**config.mk**
```make
export PLATFORM = sky130hd
export DESIGN_NAME = hdlc_tx_framer
export DESIGN_NICKNAME = d
export VERILOG_FILES = /design/src/rtl/hdlc_pkg.sv /design/src/rtl/hdlc_tx_fcs.sv /design/src/rtl/hdlc_tx_framer.sv
export SDC_FILE = /design/constraint.sdc
export NUM_CORES = 1
export LEC_CHECK = 0
export CORE_MARGIN = 3
export CORE_UTILIZATION = 45
export DETAILED_ROUTE_END_ITERATION = 12
export PLACE_DENSITY = 0.65
export SLEW_MARGIN = 20
export SYNTH_ARGS = -nofsm -noshare
export SYNTH_HDL_FRONTEND = slang
export SYNTH_SLANG_ARGS = --single-unit
```
**constraint.sdc**
```tcl
create_clock -name Clk -period 4.4 [get_ports Clk]
set_input_delay 1.32 -clock Clk [delete_from_list [all_inputs] [get_ports Clk]]
set_output_delay 1.32 -clock Clk [all_outputs]
set_load 0.02 [all_outputs]
```
**src/rtl/hdlc_pkg.sv**
```systemverilog
// Shared HDLC definitions: framer state encoding, line patterns, CRC-16 constants
// and the zero-insertion threshold.
package hdlc_pkg;

    typedef enum logic [2:0] {
        IDLE,
        START_FLAG,
        DATA,
        FCS,
        END_FLAG,
        ABORT
    } txState_e;

    localparam logic [7:0]  HDLC_FLAG   = 8'h7E;
    localparam logic [7:0]  HDLC_ABORT  = 8'hFE;
    localparam logic [15:0] CRC16_POLY  = 16'h1021;
    localparam logic [15:0] CRC16_INIT  = 16'h0000;
    localparam logic [2:0]  STUFF_LIMIT = 3'd5;

    // Run length of consecutive ones after putting lineBit on the wire.
    function automatic logic [2:0] onesAfter(input logic [2:0] ones, input logic lineBit);
        return lineBit ? ones + 3'd1 : 3'd0;
    endfunction

endpackage

```
**src/rtl/hdlc_tx_fcs.sv**
```systemverilog
// Serial CRC-16 (x^16+x^12+x^5+1): one bit per enabled cycle, frame bits fed in
// line order. Clear has priority over Enable.
module hdlc_tx_fcs
    import hdlc_pkg::*;
(
    input  logic        Clk,
    input  logic        Rst,
    input  logic        Clear,
    input  logic        Enable,
    input  logic        DataBit,
    output logic [15:0] Crc
);

    logic feedback;

    assign feedback = DataBit ^ Crc[15];

    always_ff @(posedge Clk or posedge Rst) begin
        if (Rst) begin
            Crc <= CRC16_INIT;
        end else if (Clear) begin
            Crc <= CRC16_INIT;
        end else if (Enable) begin
            Crc <= {Crc[14:0], 1'b0} ^ (feedback ? CRC16_POLY : 16'h0000);
        end
    end

endmodule

```
**src/rtl/hdlc_tx_framer.sv**
```systemverilog
// Bit-level HDLC transmit framer: flags, zero insertion, CRC-16 FCS and abort
// sequence, one line bit per TxEN slot. DbgState exposes the FSM state.
module hdlc_tx_framer
    import hdlc_pkg::*;
(
    input  logic       Clk,
    input  logic       Rst,
    input  logic       TxEN,
    input  logic       Tx_ValidFrame,
    input  logic       Tx_AbortFrame,
    input  logic [7:0] Tx_Data,
    input  logic       Tx_DataValid,
    input  logic       Tx_Last,
    output logic       Tx_RdBuff,
    output logic       Tx,
    output logic       Tx_FCSDone,
    output logic       Tx_Done,
    output logic       Tx_AbortedTrans,
    output logic       Tx_Underrun,
    output logic [2:0] DbgState
);

    txState_e    state, nextState;
    logic [3:0]  bitCnt, nextBitCnt;
    logic [7:0]  shiftReg, nextShift;
    logic        lastReg, nextLast;
    logic [2:0]  onesCnt, nextOnes;
    logic        abortLatch, nextAbort;
    logic        nextTx;
    logic        nextFcsDone, nextDone, nextAborted, nextUnderrun;
    logic        crcClear, crcEnable, crcBit;
    logic [15:0] crc;
    logic        inFrame;

    hdlc_tx_fcs fcsGen (
        .Clk     (Clk),
        .Rst     (Rst),
        .Clear   (crcClear),
        .Enable  (crcEnable),
        .DataBit (crcBit),
        .Crc     (crc)
    );

    assign DbgState = state;

    always_ff @(posedge Clk or posedge Rst) begin
        if (Rst) begin
            state           <= IDLE;
            bitCnt          <= 4'd0;
            shiftReg        <= 8'h00;
            lastReg         <= 1'b0;
            onesCnt         <= 3'd0;
            abortLatch      <= 1'b0;
            Tx              <= 1'b1;
            Tx_FCSDone      <= 1'b0;
            Tx_Done         <= 1'b0;
            Tx_AbortedTrans <= 1'b0;
            Tx_Underrun     <= 1'b0;
        end else begin
            state           <= nextState;
            bitCnt          <= nextBitCnt;
            shiftReg        <= nextShift;
            lastReg         <= nextLast;
            onesCnt         <= nextOnes;
            abortLatch      <= nextAbort;
            Tx              <= nextTx;
            Tx_FCSDone      <= nextFcsDone;
            Tx_Done         <= nextDone;
            Tx_AbortedTrans <= nextAborted;
            Tx_Underrun     <= nextUnderrun;
        end
    end

    always_comb begin
        nextState    = state;
        nextBitCnt   = bitCnt;
        nextShift    = shiftReg;
        nextLast     = lastReg;
        nextOnes     = onesCnt;
        nextTx       = Tx;
        nextFcsDone  = 1'b0;
        nextDone     = 1'b0;
        nextAborted  = 1'b0;
        nextUnderrun = 1'b0;
        Tx_RdBuff    = 1'b0;
        crcClear     = 1'b0;
        crcEnable    = 1'b0;
        crcBit       = 1'b0;
        inFrame      = (state == START_FLAG) || (state == DATA) || (state == FCS);
        // An abort request outside the frame body is simply dropped.
        nextAbort    = inFrame && (abortLatch || Tx_AbortFrame);

        if (TxEN) begin
            if (inFrame && abortLatch) begin
                nextState  = ABORT;
                nextTx     = HDLC_ABORT[0];
                nextBitCnt = 4'd1;
                nextOnes   = 3'd0;
                nextAbort  = 1'b0;
            end else begin
                case (state)
                    IDLE: begin
                        nextTx = 1'b1;
                        if (Tx_ValidFrame && Tx_DataValid && !Rst) begin
                            Tx_RdBuff  = 1'b1;
                            nextShift  = Tx_Data;
                            nextLast   = Tx_Last;
                            nextBitCnt = 4'd0;
                            nextState  = START_FLAG;
                        end
                    end
                    START_FLAG: begin
                        nextTx   = HDLC_FLAG[bitCnt[2:0]];
                        crcClear = 1'b1;
                        if (bitCnt == 4'd7) begin
                            nextState  = DATA;
                            nextBitCnt = 4'd0;
                            nextOnes   = 3'd0;
                        end else begin
                            nextBitCnt = bitCnt + 4'd1;
                        end
                    end
                    DATA: begin
                        if (onesCnt == STUFF_LIMIT) begin
                            nextTx   = 1'b0;
                            nextOnes = 3'd0;
                        end else if (!bitCnt[3]) begin
                            nextTx     = shiftReg[bitCnt[2:0]];
                            crcEnable  = 1'b1;
                            crcBit     = shiftReg[bitCnt[2:0]];
                            nextOnes   = onesAfter(onesCnt, shiftReg[bitCnt[2:0]]);
                            nextBitCnt = bitCnt + 4'd1;
                        end else if (lastReg) begin
                            // Byte boundary slot: it already carries the first FCS bit.
                            nextState  = FCS;
                            nextTx     = crc[0];
                            nextOnes   = onesAfter(onesCnt, crc[0]);
                            nextBitCnt = 4'd1;
                        end else if (Tx_DataValid) begin
                            Tx_RdBuff  = 1'b1;
                            nextShift  = Tx_Data;
                            nextLast   = Tx_Last;
                            nextTx     = Tx_Data[0];
                            crcEnable  = 1'b1;
                            crcBit     = Tx_Data[0];
                            nextOnes   = onesAfter(onesCnt, Tx_Data[0]);
                            nextBitCnt = 4'd1;
                        end else begin
                            nextUnderrun = 1'b1;
                            nextState    = ABORT;
                            nextTx       = HDLC_ABORT[0];
                            nextBitCnt   = 4'd1;
                            nextOnes     = 3'd0;
                            nextAbort    = 1'b0;
                        end
                    end
                    FCS: begin
                        if (onesCnt == STUFF_LIMIT) begin
                            nextTx   = 1'b0;
                            nextOnes = 3'd0;
                        end else begin
                            nextTx   = crc[bitCnt];
                            nextOnes = onesAfter(onesCnt, crc[bitCnt]);
                            if (bitCnt == 4'd15) begin
                                nextFcsDone = 1'b1;
                                nextState   = END_FLAG;
                                nextBitCnt  = 4'd0;
                                nextOnes    = 3'd0;
                            end else begin
                                nextBitCnt = bitCnt + 4'd1;
                            end
                        end
                    end
                    END_FLAG: begin
                        nextTx = HDLC_FLAG[bitCnt[2:0]];
                        if (bitCnt == 4'd7) begin
                            nextDone   = 1'b1;
                            nextState  = IDLE;
                            nextBitCnt = 4'd0;
                        end else begin
                            nextBitCnt = bitCnt + 4'd1;
                        end
                    end
                    ABORT: begin
                        nextTx = HDLC_ABORT[bitCnt[2:0]];
                        if (bitCnt == 4'd7) begin
                            nextAborted = 1'b1;
                            nextState   = IDLE;
                            nextBitCnt  = 4'd0;
                        end else begin
                            nextBitCnt = bitCnt + 4'd1;
                        end
                    end
                    default: nextState = IDLE;
                endcase
            end
        end
    end

endmodule

```
==> results of run 1 <==
-- sequential cells by signal, indices dropped and copies added (netlist names) --
| name | cells |
|---|---|
| onesCnt | 3 |
| shiftReg | 8 |
| DbgState | 3 |
| Tx_AbortedTrans | 1 |
| Tx_FCSDone | 1 |
| abortLatch | 1 |
| lastReg | 1 |
| Tx_Done | 1 |
| bitCnt | 4 |
| Tx | 1 |
| Tx_Underrun | 1 |
| fcsGen.Crc | 16 |
-- path summary, 6_finish.rpt --
kind / end / startpoint
setup / recovery: Tx_RdBuff / Rst
hold / removal: Tx$_DFFE_PP1P_ / Tx$_DFFE_PP1P_
setup reg to reg: DbgState[0]$_DFFE_PP0P_ / bitCnt[0]$_DFFE_PP0P_
hold reg to reg: Tx$_DFFE_PP1P_ / Tx$_DFFE_PP1P_
max in group asynchronous: bitCnt[1]$_DFFE_PP0P_ / Rst
min in group asynchronous: bitCnt[3]$_DFFE_PP0P_ / Rst
-- layout make-up --
| class | instances | share of cell area |
|---|---|---|
| Multi-Input combinational cell | 178 | 0.447 |
| Timing Repair Buffer | 32 | 0.105 |
| Clock buffer | 6 | 0.0290 |
| Inverter | 11 | 0.0145 |
| Sequential cell | 41 | 0.361 |
| Tap cell | 70 | 0.0308 |
| Clock inverter | 2 | 0.0132 |
-- per-layer routing --
layer / track usage / vias to the layer above / share of wire / wire length (µm)
met2: 0.290 / 60 / 0.47 / 2590
met3: 0.0363 / 7 / 0.052 / 287
met1: 0.267 / 943 / 0.47 / 2560
li1: - / 950 / - / -
met5: 0 / - / 0 / 0
met4: 0.0515 / 0 / 0.012 / 65
-- cell families (layout without fill, tap and decap cells) --
family,count (synthesis),count (layout),share of synthesized area
AOI/OAI and AO/OA,74,74,0.230
xor gates and xnor gates,2,2,0.00727
adders and majority gates,5,5,0.0259
buffers and inverters,25,51,0.0493
DFF,41,41,0.426
muxes,20,20,0.0877
and+or+nand+nor,77,77,0.173
-- what timing repair did --
item,CTS,global route
buffers inserted,0,0
gates resized for setup,1,3
cloned,0,0
endpoints found under the hold margin,0,0
endpoints found under the setup margin,1,1
pin swaps,0,0
-- Yosys cell counts, drive strengths merged (4+ instances only) --
library cell,number
a22o,18
nor2b,4
nand2b,4
buf,11
nand3,4
dfrtp,40
inv,11
a21oi,10
nor2,16
nand2,24
mux2,9
o21ai,18
ha,5
mux2i,11
-- power by group --
part	switching (W)	internal [W]
Sequential	0.000127	0.000470
Combinational	0.000394	0.000307
Clock	0.000131	0.000184
-- worst reg2reg max path, stage by stage, from the launching register on --
cell and delay (ns):
dfrtp_1 0.91, ha_1 0.33, nand2_1 0.15, nor2_1 0.33, o311a_1 0.21, o311ai_1 0.19, mux2_2 0.33
-- metrics by stage --
stage,hold slack [ns],setup WS (ns),power (W),setup TNS [ns]
6_report,0.490,0.163,0.00161,0
3_3_place_gp,0.472,-0.149,0.00128,-0.149
3_5_place_dp,0.484,-0.197,0.00130,-0.197
2_1_floorplan,0.471,0.685,0.00110,0
4_1_cts,0.496,0.0582,0.00162,0
5_1_grt,0.522,0.00477,0.00173,0
==> run_results.csv, run 1 <==
group,metric,value,unit
status,status,"finished clean",
setup_path,cp_cell_sequence,"clkdlybuf4s50_1 -> nand3b_1 -> nor4_2 -> o21ai_1 -> or2_2 -> inv_1 -> clkdlybuf4s15_1",
routing,drt_iter0_drc,234,
setup_path,cp.depth,7,
logic_synthesis,synth_edf_count,0,
sta,hold_violations,0,
worst_hold_path,min_path_cells,2,
logic_synthesis,synth_nets,264,
global_route,grt_usage,0.187,
finish,mostFrequentLayoutCells,"40 x dfrtp_1, 24 x nand2_1, 22 x clkdlybuf4s50_1",
clock_network,cts.sinks,41,
finish,layout_commonest_cell,"dfrtp_1",
global_route,grt_pass1_vias,1848,
floorplan,die_x,79.2,µm
clock_network,cts_made_buffers,5,
setup_path,start_kind,"input port",
setup_path,slowest_stage,"clkdlybuf4s50_1",
power,p_leak,1.27,nW
logic_synthesis,syn_area,0.00241,mm²
placement,port_buffers,23,
setup_path,cpPeakStageDelay,0.42,ns
flow_run,maxCapViolCount,0,
clock_network,htreeDepth,2,
logic_synthesis,ys_warn_count,0,
logic_synthesis,ys_seq_area_frac,0.426,
global_route,grt_max_degree,42,
logic_synthesis,yosysUniqueCellTypes,57,
finish,post-route-util,0.554,
finish,instances_no_fill,340,
logic_synthesis,syn_inst,244,
finish,drive_above_1_share,0.144,
floorplan,rows,26,
finish,final_area,0.00285,mm²
sta,period_needed,4.24,ns
global_route,grt_first_pass_wirelength,9280,µm
routing,vias_per_cell,5.76,
logic_synthesis,synth_flop_cell,"dfrtp_1",
setup_path,critPathBufInv,3,
routing,wirelength,5510,µm
finish,antenna_cells,0,
clock_network,postCtsHoldBufs,0,
floorplan,core-area,0.00514,mm²
clock_network,cts_buffer_depth,2,
setup_path,required,3.08,ns
sta,rsz0062_at_grt,"no",
sta,tightest_slew,0.865,ns
setup_path,reg2regPathDepth,6,
routing,vias,1960,
logic_synthesis,synth.avg_cell_area,9.88,µm²
finish,nets,289,
power,vdd_drop_max,0.300,mV
logic_synthesis,yosysTopAreaCellShare,0.415,
sta,fmax,236,MHz
clock_network,cts_tree,"yes",
clock_network,clockRootBuffer,"clkbuf_8",
floorplan,die-height,79.2,µm
clock_network,cts.clk_slew.worst_paths,0.08,ns
clock_network,clock_latency,0.30,ns
floorplan,start_util,0.469,
sta,finalSetupViolCount,0,
finish,multiInputGateArea,0.00127,mm²
finish,regArea,0.00103,mm²
routing,antenna_left,0,
setup_path,path_delay_family,"buffers and inverters",
placement,dpl.cell_count,332,
sta,period_share,0.963,
logic_synthesis,synth_top_area_cell,"dfrtp_1",
finish,syn2layout_area_growth,18.0,%
sta,fin_skew,0.00972,ns
setup_path,crit_fanout,3,
setup_path,r2r_setup_slack,1.84,ns
worst_hold_path,hold_path_class,"flip-flop to flip-flop",
global_route,overflow,0,
placement,dp_hpwl,3880,µm
sta,slew_headroom,0.424,
floorplan,ios,24,
logic_synthesis,ys_seq_elements,41,
logic_synthesis,async_flop_share,1.00,
setup_path,cp.arrival,2.92,ns
routing,wl_per_cell,16.2,µm
sta,drv_slew,0,
logic_synthesis,synth_area_leaders,"dfrtp_1 42%, a22o_1 6.5%, mux2i_1 4.6%",
global_route,antenna_found_initial,0,
finish,nFillCells,497,
power,powerDensity,567,mW/mm²
routing,firstDrtPassIters,4,
routing,drc,0,
placement,placed_cell_area,0.00272,mm²
placement,place_congestion,0.921,
floorplan,die_area,0.00627,mm²
setup_path,cp-end-kind,"primary output",
setup_path,critical_path_class,"input port to primary output",
No activity file was read; power rests on OpenSTA's default activity.
==> run 2, diff against run 1 <==
--- a/config.mk
+++ b/config.mk
@@ -13,3 +13,4 @@
 export SYNTH_ARGS = -nofsm -noshare
 export SYNTH_HDL_FRONTEND = slang
 export SYNTH_SLANG_ARGS = --single-unit
+export TNS_END_PERCENT = 50
==> results of run 2 <==
The final DEF is identical to that of run 1; final timing and power are the same.
==> run 3, diff against run 2 <==
--- a/config.mk
+++ b/config.mk
@@ -6,9 +6,10 @@
 export NUM_CORES = 1
 export LEC_CHECK = 0
 export CORE_MARGIN = 3
-export CORE_UTILIZATION = 45
+export CORE_UTILIZATION = 30
+export CTS_BUF_LIST = sky130_fd_sc_hd__clkbuf_8 sky130_fd_sc_hd__clkbuf_16
+export CTS_CLUSTER_DIAMETER = 150
 export DETAILED_ROUTE_END_ITERATION = 12
-export PLACE_DENSITY = 0.65
 export SLEW_MARGIN = 20
 export SYNTH_ARGS = -nofsm -noshare
 export SYNTH_HDL_FRONTEND = slang
==> run_results.csv, run 3 (same netlist as run 1, synthesis figures left out) <==
group,metric,value,unit
status,status,"finished clean",
sta,period_needed,4.25,ns
setup_path,slowest_stage,"clkdlybuf4s50_1",
clock_network,cts_tree,"yes",
routing,vias_per_cell,5.24,
floorplan,ios,24,
clock_network,cts_made_buffers,5,
global_route,grt_usage,0.132,
global_route,grt_pass1_vias,1858,
clock_network,cts.sinks,41,
power,vdd_drop_max,0.187,mV
finish,layout_commonest_cell,"dfrtp_1",
routing,antenna_left,0,
power,switchingPower,0.000659,W
finish,nets,287,
power,total_power,0.00155,W
placement,dp_hpwl,4040,µm
setup_path,cp-end-kind,"primary output",
flow_run,maxCapViolCount,0,
floorplan,start_util,0.310,
sta,slew_headroom,0.428,
clock_network,clock_latency,0.31,ns
global_route,overflow,0,
clock_network,cts.clk_slew.worst_paths,0.09,ns
placement,port_buffers,23,
power,p_leak,1.24,nW
sta,tightest_slew,0.858,ns
power,p_int,0.000889,W
setup_path,start_kind,"input port",
routing,wl_per_cell,15.4,µm
global_route,antenna_found_initial,0,
sta,drv_slew,0,
power,clockPowerShare,0.171,
sta,fin_skew,0.0131,ns
finish,nFillCells,810,
clock_network,htreeDepth,2,
power,seqPwrFrac,0.384,
routing,firstDrtPassIters,4,
finish,largest-register,"fcsGen.Crc",
power,powerDensity,547,mW/mm²
finish,mostFrequentLayoutCells,"40 x dfrtp_1, 24 x nand2_1, 22 x clkdlybuf4s50_1",
floorplan,core-area,0.00777,mm²
sta,hold_violations,0,
finish,largest_register_ffs,16,
setup_path,cp.arrival,2.93,ns
power,p_sw_frac,0.426,
worst_hold_path,hold_path_class,"flip-flop to flip-flop",
placement,pre_cts_ws,-0.286,ns
finish,antenna_cells,0,
sta,rsz0062_at_grt,"no",
setup_path,cpPeakStageDelay,0.59,ns
finish,drive_above_1_share,0.138,
setup_path,crit_fanout,6,
setup_path,cp_cell_sequence,"clkdlybuf4s50_1 -> nand3b_1 -> nor4_1 -> o21ai_0 -> or2_2 -> inv_1 -> clkbuf_2",
finish,syn2layout_area_growth,17.5,%
routing,drt_iter0_drc,113,
floorplan,die-height,95.7,µm
floorplan,die_x,95.7,µm
setup_path,critical_path_class,"input port to primary output",
setup_path,critPathBufInv,3,
placement,place_congestion,0.888,
sta,period_share,0.966,
setup_path,required,3.08,ns
global_route,grt_max_degree,27,
global_route,grtUsageMet3,0.0260,
clock_network,clockRootBuffer,"clkbuf_8",
sta,fmax,235,MHz
routing,vias,1938,
global_route,grt_first_pass_wirelength,9270,µm
sta,finalSetupViolCount,0,
floorplan,die_area,0.00915,mm²
finish,largestRegisters,"fcsGen.Crc: 16 flops, shiftReg: 8 flops, bitCnt: 4 flops",
clock_network,cts_buffer_depth,2,
global_route,grt_use_met2,0.206,
global_route,use_met1,0.184,
routing,drc,0,
floorplan,rows,32,
power,combPwrFrac,0.445,
global_route,busiest_layer,"met2",
setup_path,path_delay_family,"buffers and inverters",
routing,wirelength,5690,µm
sta,timing.final.ws_setup,0.150,ns
run 3: metal layers:
| metal | vias to the layer above | wire length (µm) |
|---|---|---|
| met1 | 942 | 2830 |
| met4 | 0 | 58 |
| met3 | 8 | 216 |
| met5 | - | 0 |
| met2 | 38 | 2590 |
| li1 | 950 | - |
run 3: repair_timing:
item / in CTS / in global routing
resized for setup: 2 / 1
buffers inserted: 0 / 0
endpoints found under the setup margin: 1 / 1
hold endpoints to repair: 0 / 0
hold buffers: 0 / 0
run 3: layout make-up:
type | instances | area [µm²] | area share
repair buffers | 30 | 278 | 0.0981
well taps | 102 | 128 | 0.0451
multi-input cells | 178 | 1260 | 0.447
inverters | 11 | 41.3 | 0.0146
clock buffers | 5 | 68.8 | 0.0243
clock inverters | 3 | 25.0 | 0.00883
flip-flops and latches | 41 | 1030 | 0.363
run 3: path summary, 6_finish.rpt:
path | from | slack, ns | cells after the start | to
min in group asynchronous | Rst | 1.42 | 2 | shiftReg[7]$_DFFE_PP0P_
hold reg to reg | Tx$_DFFE_PP1P_ | 0.49 | 2 | Tx$_DFFE_PP1P_
setup reg to reg | bitCnt[0]$_DFFE_PP0P_ | 1.85 | 6 | onesCnt[2]$_DFFE_PP0P_
max in group asynchronous | Rst | 2.17 | 3 | Tx$_DFFE_PP1P_
setup / recovery | Tx_DataValid | 0.15 | 7 | Tx_RdBuff
hold / removal | Tx$_DFFE_PP1P_ | 0.49 | 2 | Tx$_DFFE_PP1P_
run 3: power by group through the flow:
| stage | Clock, W | Sequential [W] | Combinational (W) |
|---|---|---|---|
| 6_report | 0.000265 | 0.000594 | 0.000689 |
| 5_1_grt | 0.000286 | 0.000610 | 0.000771 |
| 4_1_cts | 0.000271 | 0.000594 | 0.000691 |
| 3_5_place_dp | 0 | 0.000600 | 0.000687 |
| 3_3_place_gp | 0 | 0.000599 | 0.000686 |
| 2_1_floorplan | 0 | 0.000555 | 0.000546 |
run 3: stage by stage:
step	instance area (µm²)	instances	TNS, ns	util	hold slack (ns)
3_3_place_gp	2740	362	-0.319	0.353	0.469
3_5_place_dp	2740	362	-0.286	0.353	0.482
6_report	2830	370	0	0.365	0.492
5_1_grt	2830	370	0	0.365	0.524
4_1_cts	2840	370	0	0.365	0.495
2_1_floorplan	2410	244	0	-	0.471
run 3: worst min-delay path, delay by kind of cell (launching register included):
family	cells	cell delay, ns
simple gates	1	0.04
compound gates	1	0.07
flops	1	0.38
